==> src/rtl/fpa_pkg.sv <==
// Shared types and format helpers for the pipelined floating-point adder.
package fpa_pkg;

    typedef enum logic [1:0] {
        SP_NONE,
        SP_NAN,
        SP_INF
    } spec_e;

    function automatic int fpa_w(input int exp_w, input int man_w);
        return 1 + exp_w + man_w;
    endfunction

    function automatic int fpa_bias(input int exp_w);
        return (1 << (exp_w - 1)) - 1;
    endfunction

    function automatic int fpa_exp_max(input int exp_w);
        return (1 << exp_w) - 1;
    endfunction

endpackage

==> src/rtl/fpa_pipe_adder_if.sv <==
// Operand/result handshake bundle for fpa_pipe_adder.
interface fpa_pipe_adder_if
    import fpa_pkg::*;
#(
    parameter int EXP_W = 5,
    parameter int MAN_W = 10
);
    localparam int W = fpa_w(EXP_W, MAN_W);

    logic         in_valid;
    logic         in_ready;
    logic [W-1:0] in_a;
    logic [W-1:0] in_b;
    logic         in_sub;
    logic         out_valid;
    logic         out_ready;
    logic [W-1:0] out_sum;
    logic         out_ovf;
    logic         out_unf;

    modport master (
        output in_valid, in_a, in_b, in_sub, out_ready,
        input  in_ready, out_valid, out_sum, out_ovf, out_unf
    );

    modport slave (
        input  in_valid, in_a, in_b, in_sub, out_ready,
        output in_ready, out_valid, out_sum, out_ovf, out_unf
    );
endinterface

==> src/rtl/fpa_lzc.sv <==
// Leading-zero counter; an all-zero input yields WIDTH.
module fpa_lzc #(
    parameter int WIDTH = 15,
    parameter int CW    = $clog2(WIDTH + 1)
) (
    input  logic [WIDTH-1:0] value,
    output logic [CW-1:0]    count
);
    always_comb begin
        count = CW'(WIDTH);
        for (int i = 0; i < WIDTH; i++) begin
            if (value[i]) count = CW'(WIDTH - 1 - i);
        end
    end
endmodule

==> src/rtl/fpa_pipe_adder.sv <==
// Four-cycle pipelined FP add/sub: capture, unpack/swap, align, add, normalise/round/pack.
// Build option: FPA_ROUND_RNE_EN selects round-to-nearest-even, otherwise truncation.
module fpa_pipe_adder
    import fpa_pkg::*;
#(
    parameter int EXP_W = 5,
    parameter int MAN_W = 10
) (
    input logic             clk,
    input logic             rst,
    fpa_pipe_adder_if.slave bus
);
    localparam int W       = fpa_w(EXP_W, MAN_W);
    localparam int EXP_MAX = fpa_exp_max(EXP_W);
    localparam int SW      = MAN_W + 5;
    localparam int LZ_W    = $clog2(SW + 1);
    localparam logic [EXP_W-1:0] EXP_ONES = '1;
    localparam logic [W-1:0] QNAN = {1'b0, {EXP_W{1'b1}}, 1'b1, {(MAN_W-1){1'b0}}};

    typedef struct packed {
        logic             sign;
        logic [EXP_W-1:0] exp;
        logic [MAN_W:0]   mant;
        logic             is_zero;
        logic             is_inf;
        logic             is_nan;
    } unpk_t;

    typedef struct packed {
        logic             sign;
        logic [EXP_W-1:0] exp_x;
        logic [EXP_W-1:0] exp_y;
        logic [MAN_W:0]   mant_x;
        logic [MAN_W:0]   mant_y;
        logic             eff_sub;
        spec_e            spec;
        logic             spec_sign;
    } s1_t;

    typedef struct packed {
        logic             sign;
        logic [EXP_W-1:0] exp;
        logic [MAN_W+3:0] mx;
        logic [MAN_W+3:0] my;
        logic             eff_sub;
        spec_e            spec;
        logic             spec_sign;
    } s2_t;

    typedef struct packed {
        logic             sign;
        logic [EXP_W-1:0] exp;
        logic [SW-1:0]    sum;
        spec_e            spec;
        logic             spec_sign;
    } s3_t;

    function automatic unpk_t unpack(input logic [W-1:0] v, input logic flip);
        unpk_t u;
        u.sign    = v[W-1] ^ flip;
        u.is_zero = (v[W-2:MAN_W] == '0);
        u.is_inf  = (v[W-2:MAN_W] == EXP_ONES) && (v[MAN_W-1:0] == '0);
        u.is_nan  = (v[W-2:MAN_W] == EXP_ONES) && (v[MAN_W-1:0] != '0);
        u.exp     = u.is_zero ? '0 : v[W-2:MAN_W];
        u.mant    = u.is_zero ? '0 : {1'b1, v[MAN_W-1:0]};
        return u;
    endfunction

    logic             v0, v1, v2, v3, out_valid_q;
    logic [W-1:0]     a0, b0;
    logic             sub0;
    s1_t              r1, n1;
    s2_t              r2, n2;
    s3_t              r3, n3;
    logic [W-1:0]     out_sum_q, sum_n;
    logic             out_ovf_q, out_unf_q, ovf_n, unf_n;
    logic             stall;

    assign stall         = out_valid_q & ~bus.out_ready;
    assign bus.in_ready  = ~stall;
    assign bus.out_valid = out_valid_q;
    assign bus.out_sum   = out_sum_q;
    assign bus.out_ovf   = out_ovf_q;
    assign bus.out_unf   = out_unf_q;

    // S1: unpack, apply subtract, order operands by magnitude, classify specials
    unpk_t          ua, ub;
    logic [W-2:0]   ka, kb;
    logic           swap;

    always_comb begin
        ua   = unpack(a0, 1'b0);
        ub   = unpack(b0, sub0);
        ka   = ua.is_zero ? '0 : a0[W-2:0];
        kb   = ub.is_zero ? '0 : b0[W-2:0];
        swap = kb > ka;
        n1           = '0;
        n1.sign      = swap ? ub.sign : ua.sign;
        n1.exp_x     = swap ? ub.exp  : ua.exp;
        n1.exp_y     = swap ? ua.exp  : ub.exp;
        n1.mant_x    = swap ? ub.mant : ua.mant;
        n1.mant_y    = swap ? ua.mant : ub.mant;
        n1.eff_sub   = ua.sign ^ ub.sign;
        n1.spec      = SP_NONE;
        n1.spec_sign = 1'b0;
        if (ua.is_nan || ub.is_nan || (ua.is_inf && ub.is_inf && (ua.sign != ub.sign))) begin
            n1.spec = SP_NAN;
        end else if (ua.is_inf) begin
            n1.spec      = SP_INF;
            n1.spec_sign = ua.sign;
        end else if (ub.is_inf) begin
            n1.spec      = SP_INF;
            n1.spec_sign = ub.sign;
        end
    end

    // S2: align Y with guard/round/sticky
    logic [EXP_W-1:0] diff;
    logic [MAN_W+3:0] ext_y, sh_y;
    logic             sticky;

    always_comb begin
        diff   = r1.exp_x - r1.exp_y;
        ext_y  = {r1.mant_y, 3'b000};
        sh_y   = ext_y >> diff;
        sticky = 1'b0;
        for (int i = 0; i < MAN_W + 4; i++) begin
            if (i < int'(diff)) sticky = sticky | ext_y[i];
        end
        n2           = '0;
        n2.sign      = r1.sign;
        n2.exp       = r1.exp_x;
        n2.mx        = {r1.mant_x, 3'b000};
        n2.eff_sub   = r1.eff_sub;
        n2.spec      = r1.spec;
        n2.spec_sign = r1.spec_sign;
        if (int'(diff) >= MAN_W + 3) n2.my = {{(MAN_W+3){1'b0}}, |r1.mant_y};
        else                         n2.my = {sh_y[MAN_W+3:1], sh_y[0] | sticky};
    end

    // S3: magnitude add/subtract; X >= Y so the difference never goes negative
    always_comb begin
        n3           = '0;
        n3.sign      = r2.sign;
        n3.exp       = r2.exp;
        n3.sum       = r2.eff_sub ? ({1'b0, r2.mx} - {1'b0, r2.my})
                                  : ({1'b0, r2.mx} + {1'b0, r2.my});
        n3.spec      = r2.spec;
        n3.spec_sign = r2.spec_sign;
    end

    // S4: normalise, round, pack, resolve specials
    logic [LZ_W-1:0]  lz, lz_sh;
    logic [MAN_W+3:0] norm;
    logic [MAN_W-1:0] frac;
    int               exp_n;

    fpa_lzc #(.WIDTH(SW), .CW(LZ_W)) u_lzc (
        .value (r3.sum),
        .count (lz)
    );

`ifdef FPA_ROUND_RNE_EN
    logic             inc;
    logic [MAN_W+1:0] rnd;
`else
    logic [3:0]       unused_grs;
`endif

    always_comb begin
        lz_sh = lz - LZ_W'(1);
        if (r3.sum[SW-1]) begin
            norm  = {r3.sum[SW-1:2], r3.sum[1] | r3.sum[0]};
            exp_n = int'(r3.exp) + 1;
        end else begin
            norm  = r3.sum[SW-2:0] << lz_sh;
            exp_n = int'(r3.exp) - int'(lz_sh);
        end
`ifdef FPA_ROUND_RNE_EN
        inc = norm[2] & (norm[1] | norm[0] | norm[3]);
        rnd = {1'b0, norm[MAN_W+3:3]} + (MAN_W+2)'(inc);
        if (rnd[MAN_W+1]) begin
            frac  = rnd[MAN_W:1];
            exp_n = exp_n + 1;
        end else begin
            frac  = rnd[MAN_W-1:0];
        end
`else
        unused_grs = {norm[MAN_W+3], norm[2:0]};
        frac       = norm[MAN_W+2:3];
`endif
        sum_n = '0;
        ovf_n = 1'b0;
        unf_n = 1'b0;
        if (r3.spec == SP_NAN) begin
            sum_n = QNAN;
        end else if (r3.spec == SP_INF) begin
            sum_n = {r3.spec_sign, EXP_ONES, {MAN_W{1'b0}}};
        end else if (r3.sum == '0) begin
            sum_n = '0;
        end else if (exp_n >= EXP_MAX) begin
            sum_n = {r3.sign, EXP_ONES, {MAN_W{1'b0}}};
            ovf_n = 1'b1;
        end else if (exp_n <= 0) begin
            sum_n = {r3.sign, {EXP_W{1'b0}}, {MAN_W{1'b0}}};
            unf_n = 1'b1;
        end else begin
            sum_n = {r3.sign, exp_n[EXP_W-1:0], frac};
        end
    end

    always_ff @(posedge clk or posedge rst) begin
        if (rst) begin
            v0          <= 1'b0;
            a0          <= '0;
            b0          <= '0;
            sub0        <= 1'b0;
            v1          <= 1'b0;
            r1          <= '0;
            v2          <= 1'b0;
            r2          <= '0;
            v3          <= 1'b0;
            r3          <= '0;
            out_valid_q <= 1'b0;
            out_sum_q   <= '0;
            out_ovf_q   <= 1'b0;
            out_unf_q   <= 1'b0;
        end else if (!stall) begin
            v0          <= bus.in_valid;
            a0          <= bus.in_a;
            b0          <= bus.in_b;
            sub0        <= bus.in_sub;
            v1          <= v0;
            r1          <= n1;
            v2          <= v1;
            r2          <= n2;
            v3          <= v2;
            r3          <= n3;
            out_valid_q <= v3;
            out_sum_q   <= v3 ? sum_n : '0;
            out_ovf_q   <= v3 & ovf_n;
            out_unf_q   <= v3 & unf_n;
        end
    end
endmodule

==> src/flat_wrapper.sv <==
// flat-port wrapper written by rule: the top's interface ports become plain ports
module fpa_pipe_adder_flat import fpa_pkg::*;
#(
    parameter int EXP_W = 5,
    parameter int MAN_W = 10
)
  (clk, rst, bus_in_valid, bus_in_a, bus_in_b, bus_in_sub, bus_out_ready, bus_in_ready, bus_out_valid, bus_out_sum, bus_out_ovf, bus_out_unf);
  fpa_pipe_adder_if #(.EXP_W(EXP_W), .MAN_W(MAN_W)) bus_i ();
  input logic clk;
  input logic rst;
  input wire logic [$bits(bus_i.in_valid)-1:0] bus_in_valid;
  input wire logic [$bits(bus_i.in_a)-1:0] bus_in_a;
  input wire logic [$bits(bus_i.in_b)-1:0] bus_in_b;
  input wire logic [$bits(bus_i.in_sub)-1:0] bus_in_sub;
  input wire logic [$bits(bus_i.out_ready)-1:0] bus_out_ready;
  output wire logic [$bits(bus_i.in_ready)-1:0] bus_in_ready;
  output wire logic [$bits(bus_i.out_valid)-1:0] bus_out_valid;
  output wire logic [$bits(bus_i.out_sum)-1:0] bus_out_sum;
  output wire logic [$bits(bus_i.out_ovf)-1:0] bus_out_ovf;
  output wire logic [$bits(bus_i.out_unf)-1:0] bus_out_unf;
  assign bus_i.in_valid = bus_in_valid;
  assign bus_i.in_a = bus_in_a;
  assign bus_i.in_b = bus_in_b;
  assign bus_i.in_sub = bus_in_sub;
  assign bus_i.out_ready = bus_out_ready;
  assign bus_in_ready = bus_i.in_ready;
  assign bus_out_valid = bus_i.out_valid;
  assign bus_out_sum = bus_i.out_sum;
  assign bus_out_ovf = bus_i.out_ovf;
  assign bus_out_unf = bus_i.out_unf;
  fpa_pipe_adder #(.EXP_W(EXP_W), .MAN_W(MAN_W)) u_core (.clk(clk), .rst(rst), .bus(bus_i));
endmodule
==> config.mk <==
export PLATFORM = sky130hd
export DESIGN_NAME = fpa_pipe_adder_flat
export DESIGN_NICKNAME = d
export VERILOG_FILES = /design/src/rtl/fpa_pkg.sv /design/src/rtl/fpa_pipe_adder_if.sv /design/src/rtl/fpa_lzc.sv /design/src/rtl/fpa_pipe_adder.sv /design/src/flat_wrapper.sv
export SDC_FILE = /design/constraint.sdc
export NUM_CORES = 1
export LEC_CHECK = 0
export CAP_MARGIN = 20
export CORE_ASPECT_RATIO = 1.25
export CORE_MARGIN = 2
export CORE_UTILIZATION = 40
export DETAILED_ROUTE_END_ITERATION = 7
export PLACE_DENSITY = 0.68
export SLEW_MARGIN = 40
export SYNTH_ARGS = -nofsm -noshare
export SYNTH_HDL_FRONTEND = slang
export SYNTH_SLANG_ARGS = --single-unit
export TNS_END_PERCENT = 5
==> constraint.sdc <==
create_clock -name clk -period 5.1 [get_ports clk]
set_input_delay 0.51 -clock clk [delete_from_list [all_inputs] [get_ports clk]]
set_output_delay 0.51 -clock clk [all_outputs]
set_load 0.005 [all_outputs]
==> Word-level counts from Yosys, hierarchy flattened <==
Index checks and enable logic that the tools add are counted.
{ "word_totals": {"latch_bits": 0, "wordCells": 154, "memories": 0, "output_inout_bits": 20, "mem_bits_rw": 0, "in_bits": 37, "mem_bits_ro": 0, "regBits": 152} }
{ "op_classes": {"order_cmp": 15, "n_eq_ne": 5, "bitwise": 19, "mul": 0, "reduce_logical": 16, "mux": 60, "n_shift": 2, "add_sub_neg": 6, "n_div": 0} }
{ "op_table": {"columns": ["operator", "count"], "rows": [
  ["15-bit 2-to-1 mux", 5],
  ["16-bit 2-to-1 mux", 4],
  ["4-bit 2-to-1 mux", 14],
  ["11-bit 2-to-1 mux", 4],
  ["32-bit by 6-bit >= comparator with 1-bit output, second input constant", 1],
  ["32-bit by 1-bit <= comparator with 1-bit output, second input constant", 1],
  ["32-bit 2-to-1 mux", 1],
  ["4-bit by 5-bit less-than comparator with 1-bit output, first input constant", 6],
  ["1-bit 2-to-1 mux", 23],
  ["10-bit zero test", 2],
  ["3-bit by 5-bit less-than comparator with 1-bit output, first input constant", 4],
  ["5-bit 2-to-1 mux", 4],
  ["10-bit nonzero test", 2],
  ["14-bit by 14-bit adder with 15-bit output", 1],
  ["15-bit greater-than comparator", 1],
  ["15-bit zero test", 1],
  ["14-bit by 14-bit subtractor with 15-bit output", 1],
  ["14-bit 2-to-1 mux", 1],
  ["14-bit by 4-bit << shifter with 13-bit output", 1],
  ["14-bit by 5-bit right shift with 14-bit output", 1],
  ["13-bit 2-to-1 mux", 1],
  ["1-bit bitwise OR", 12],
  ["11-bit OR reduction", 1],
  ["5-bit == test, second input constant", 2],
  ["17 further kinds", 29]
]} }

==> Depth between registers and ports, before layout <==
{ "depth": {"depth_word": 25, "depth_mapped": 20} }

==> By module <==
Synthesis repeated with hierarchy kept, for this count alone.
{ "unflattened": {"hier_cells": 1121, "area_unflattened_um2": 9450.3} }
{ "by_module_without_submodules": {"columns": ["mod", "seq_area_each_um2", "area_per_inst_um2", "cells_each", "n_inst"], "rows": [
  ["fpa_pipe_adder", 3803.6, 9300.2, 1095, 1],
  ["fpa_lzc", 0.0, 150.1, 26, 1]
]} }

==> Least setup slack after synthesis <==
No wires, ideal clock.
{ "synth_path": {"path_type": "register to register", "start": "register u_core.r3[13] (netlist bit)", "end": "register u_core.out_sum_q[0], in the netlist u_core.bus.out_sum[0]", "t_arrival_ps": 4544, "path_stages_with_launch": 20, "path_slack_ps": 463, "setup_ps": 92, "required_time_ps": 5008, "path_cell_list": "dfrtp_1 -> buf_2 -> or3_1 -> o31a_1 -> nor2_2 -> inv_2 -> ha_1 -> clkbuf_1 -> buf_1 -> xor2_1 -> ha_1 -> a21oi_1 -> nand3_1 -> mux2_4 -> and4_4 -> o211ai_1 -> and4bb_1 -> o22ai_2 -> o2bb2ai_4 -> o31ai_2"} }
{ "synth_between": {"elab_chain_len": 15, "elab_cells_between_ends": 19, "cone_classes": "2 x add/sub; 2 x order compare; 1 x shift; 13 x mux; 1 x reduce/logical"} }
{ "synth_lines": {"columns": ["element", "line", "rtl"], "rows": [
  ["start, declared", "fpa_pipe_adder.sv:74", "s3_t r3, n3;"],
  ["start signal, assigned", "fpa_pipe_adder.sv:238", "r3 <= n3;"],
  ["4-bit 2-to-1 mux (5 in a row)", "fpa_lzc.sv:12", "if (value[i]) count = CW'(WIDTH - 1 - i);"],
  ["4-bit by 1-bit subtractor with 4-bit output", "fpa_pipe_adder.sv:171", "lz_sh = lz - LZ_W'(1);"],
  ["5-bit by 4-bit subtractor with 6-bit output", "fpa_pipe_adder.sv:177", "exp_n = int'(r3.exp) - int'(lz_sh);"],
  ["32-bit 2-to-1 mux", "fpa_pipe_adder.sv:172", "if (r3.sum[SW-1]) begin"],
  ["32-bit by 1-bit <= comparator with 1-bit output", "fpa_pipe_adder.sv:204", "end else if (exp_n <= 0) begin"],
  ["15-bit 2-to-1 mux", "fpa_pipe_adder.sv:204", null],
  ["15-bit 2-to-1 mux", "fpa_pipe_adder.sv:201", "end else if (exp_n >= EXP_MAX) begin"],
  ["16-bit 2-to-1 mux *", "fpa_pipe_adder.sv:199", "end else if (r3.sum == '0) begin"],
  ["16-bit 2-to-1 mux *", "fpa_pipe_adder.sv:197", "end else if (r3.spec == SP_INF) begin"],
  ["16-bit 2-to-1 mux *", "fpa_pipe_adder.sv:195", "if (r3.spec == SP_NAN) begin"],
  ["16-bit 2-to-1 mux *", "fpa_pipe_adder.sv:240", "out_sum_q <= v3 ? sum_n : '0;"],
  ["end signal, assigned", "fpa_pipe_adder.sv:240", null],
  ["end, declared", "fpa_pipe_adder.sv:75", "logic [W-1:0] out_sum_q, sum_n;"]
]} }
Every way passes the cells marked *; elsewhere a longest branch is shown, timed or not.
A chain may end at the register's enable or synchronous reset.

==> Final worst setup path <==
{ "layout_path": {"start": "register u_core.r3[15] (netlist bit)", "end": "register u_core.out_sum_q[8], in the netlist u_core.bus.out_sum[8]"} }
{ "layout_between": {"elab_chain_len": 13, "elab_cells_between_ends": 17, "cone_classes": "2 x add/sub; 2 x order compare; 1 x shift; 11 x mux; 1 x reduce/logical"} }
{ "layout_lines": {"columns": ["element", "line"], "rows": [
  ["4-bit 2-to-1 mux (3 in a row)", "fpa_lzc.sv:12"],
  ["4-bit by 1-bit subtractor with 4-bit output", "fpa_pipe_adder.sv:171"],
  ["5-bit by 4-bit subtractor with 6-bit output", "fpa_pipe_adder.sv:177"],
  ["32-bit 2-to-1 mux", "fpa_pipe_adder.sv:172"],
  ["32-bit by 1-bit <= comparator with 1-bit output", "fpa_pipe_adder.sv:204"],
  ["15-bit 2-to-1 mux", "fpa_pipe_adder.sv:204"],
  ["15-bit 2-to-1 mux", "fpa_pipe_adder.sv:201"],
  ["16-bit 2-to-1 mux *", "fpa_pipe_adder.sv:199"],
  ["16-bit 2-to-1 mux *", "fpa_pipe_adder.sv:197"],
  ["16-bit 2-to-1 mux *", "fpa_pipe_adder.sv:195"],
  ["16-bit 2-to-1 mux *", "fpa_pipe_adder.sv:240"]
]} }
Marked as above.

==> flow_summary.yaml <==
placement:
  hpwl_microns: 16500
  portBuffers: 56
  place.gp.congestion: 0.920
setup_path:
  cp_top_family: "compound AO/OA/AOI/OAI gates"
  start_kind: "register"
  crit_buf_inv: 1
  crit_type: "register to register"
  end_kind: "register"
  cp.arrival_ns: 4.83
  cpPeakStageDelay_ns: 0.50
  cpMostUsedCell: "ha_1"
  cp_max_fo: 11
  required_ns: 5.38
  crit_chain: "or3_1 -> o31a_1 -> nor2_2 -> inv_2 -> ha_1 -> xor2_1 -> ha_1 -> a21oi_1 -> nand3_1 -> mux2_4 -> a31oi_1 -> o211ai_1 -> and4bb_1 -> o22ai_2 -> o2bb2ai_4 -> o31ai_2"
  crit_slowest_cell: "dfrtp_1"
synth:
  synth_ff_type: "dfrtp_1"
  async_reset_ff_frac: 1.00
  ys_seq_elements: 152
  synth_area_leaders: "dfrtp_1 (39%), nand2_1 (12%), ha_1 (5.9%)"
  synth_top_area_frac: 0.393
  syn-cell-area_sq_mm: 0.00968
  seq_area_frac_synth: 0.393
  synth.distinct_cells: 75
  synth_area_leader_cell: "dfrtp_1"
  ys_warn_count: 0
  synth_edf_count: 0
  synth_cells: 1152
  syn_nets: 1237
  synth.avg_cell_area_sq_um: 8.41
layout:
  multi_input_area_sq_mm: 0.00542
  diodes: 0
  final_cell_mix: "nand2_1 (309), dfrtp_1 (151), o21ai_0 (90)"
  syn_to_final_growth_pct: 14.7
  regArea_sq_mm: 0.00380
  final_nets: 1253
  drive_above_1_share: 0.0932
  fillerInstances: 2277
  layout_commonest_cell: "nand2_1"
min_path:
  worstHoldPathType: "register to register"
sta:
  clock_skew_ns: 0.0132
  fin_tns_setup_ns: 0
  max_freq_mhz: 220
  hold_violations: 0
  max-slew-margin-rel: 0.447
  tightest_slew_ns: 0.827
  finalSetupViolCount: 0
  period_share: 0.890
  drv_slew: 0
  period_minus_slack_ns: 4.54
  rsz0062_at_grt: "false"
clock_network:
  cts-buffers-inserted: 17
  insertion_delay_ns: 0.43
  cts.sinks: 152
  cts.htree.levels: 4
  clockBufferDepth: 2
  path_clk_slew_ns: 0.06
  cts_tree: "done"
  clockRootBuffer: "clkbuf_16"
  cts.repair.resized: 0
  hold_buffers: 0
  post_cts_buffers: 0
route:
  first_pass_iters: 5
  drtIter0Drc: 586
  drc: 0
  wl_microns: 22800
  via_per_inst: 5.30
  wire_per_inst_microns: 15.1
  drt.antenna.violating_nets: 0
  num_vias: 7981
floorplan:
  start_util: 0.408
  design.core.area_sq_mm: 0.0237
  row_count: 63
  die_x_microns: 143
  fp.dieArea_sq_mm: 0.0255
  io_pins: 57
  die_y_microns: 178
global_routing:
  antenna_found_initial: 0
  grt_pass1_vias: 7889
  grt_start_max_net_pins: 95
  track_usage: 0.189
  grt_pass1_wl_microns: 38900
  overflow: 0
flow_run:
  cap_violations: 0
run_status:
  status: "finished clean"
-- tightest hold or removal path, cell delays in order (launching register included) --
cell     delay [ns]
dfrtp_1        0.34
nand2_1        0.05
nand2_1        0.05
-- stage by stage --
step / instances / hold WS (ns) / instance area (sq um) / utilization / worst slack (ns)
floorplan: 1152 / 0.439 / 9680 / - / 0.463
global placement: 1474 / 0.449 / 10500 / 0.441 / 0.701
detailed placement: 1474 / 0.455 / 10500 / 0.442 / 0.601
CTS: 1505 / 0.471 / 11100 / 0.467 / 0.575
global route: 1505 / 0.480 / 11100 / 0.468 / 0.202
finish: 1505 / 0.468 / 11100 / 0.468 / 0.560
-- cells by family (layout without fill, tap and decap cells) --
kind of cell / count (synthesis) / count (layout) / share of synthesized area
adders and majority gates: 51 / 51 / 0.0669
and+or+nand+nor: 475 / 475 / 0.212
xor gates and xnor gates: 24 / 24 / 0.0225
DFF: 152 / 152 / 0.393
buffers and inverters: 128 / 156 / 0.0525
AOI/OAI and AO/OA: 260 / 260 / 0.178
muxes: 62 / 62 / 0.0756
-- path summary, 6_finish.rpt --
| kind | end | cells past startpoint | startpoint | slack [ns] |
|---|---|---|---|---|
| max | u_core.bus.out_sum[8]$_DFFE_PP0N_ | 16 | u_core.r3[15]$_DFFE_PP0N_ | 0.56 |
| min in group asynchronous | u_core.a0[4]$_DFFE_PP0N_ | 2 | rst | 0.57 |
| max in group asynchronous | u_core.bus.out_sum[5]$_DFFE_PP0N_ | 3 | rst | 3.62 |
| max reg2reg | u_core.bus.out_sum[8]$_DFFE_PP0N_ | 16 | u_core.r3[15]$_DFFE_PP0N_ | 0.56 |
| min | u_core.v1$_DFFE_PP0N_ | 2 | u_core.v1$_DFFE_PP0N_ | 0.47 |
| min reg2reg | u_core.v1$_DFFE_PP0N_ | 2 | u_core.v1$_DFFE_PP0N_ | 0.47 |
-- metal layers --
metal  track usage  wire (microns)  vias up
li1              -               -     4008
met4        0.0512             332        0
met5             0               0        -
met1         0.232           10000     3792
met2         0.341           11800      155
met3        0.0300             579       26
-- final cells by class --
class,instances,share of cell area
repair buffers,65,0.0569
multi-input cells,872,0.488
well taps,325,0.0366
clock inverters,12,0.0148
clock buffers,19,0.0399
flip-flops and latches,152,0.343
inverters,60,0.0211
-- state kept, by name (all words and copies together) (netlist names) --
name and flops:
u_core.bus.out_sum 16, u_core.sub0 1, u_core.n2 21, u_core.ext_y 11, u_core.a0 16, u_core.bus.out_unf 1, u_core.r3 24, u_core.r1 5
u_core.v1 1, u_core.bus.out_valid 1, u_core.n3 9, u_core.bus.out_ovf 1, u_core.v2 1, u_core.v0 1, u_core.v3 1, u_core.r2 26
u_core.b0 16
-- cell usage after synthesis, types with 12 or more instances --
| library cell | count |
|---|---|
| nor2b_1 | 12 |
| nor2_1 | 52 |
| mux2i_1 | 30 |
| dfrtp_1 | 152 |
| a21oi_1 | 46 |
| nand3_1 | 26 |
| inv_1 | 59 |
| o21ai_0 | 90 |
| xnor2_1 | 16 |
| a31oi_1 | 14 |
| mux2_2 | 25 |
| nor3_1 | 22 |
| nand2_1 | 309 |
| clkbuf_1 | 57 |
| ha_1 | 46 |
Power is not shown: default switching activity piles up to over one toggle a cycle in this logic, so the estimate is an artifact.
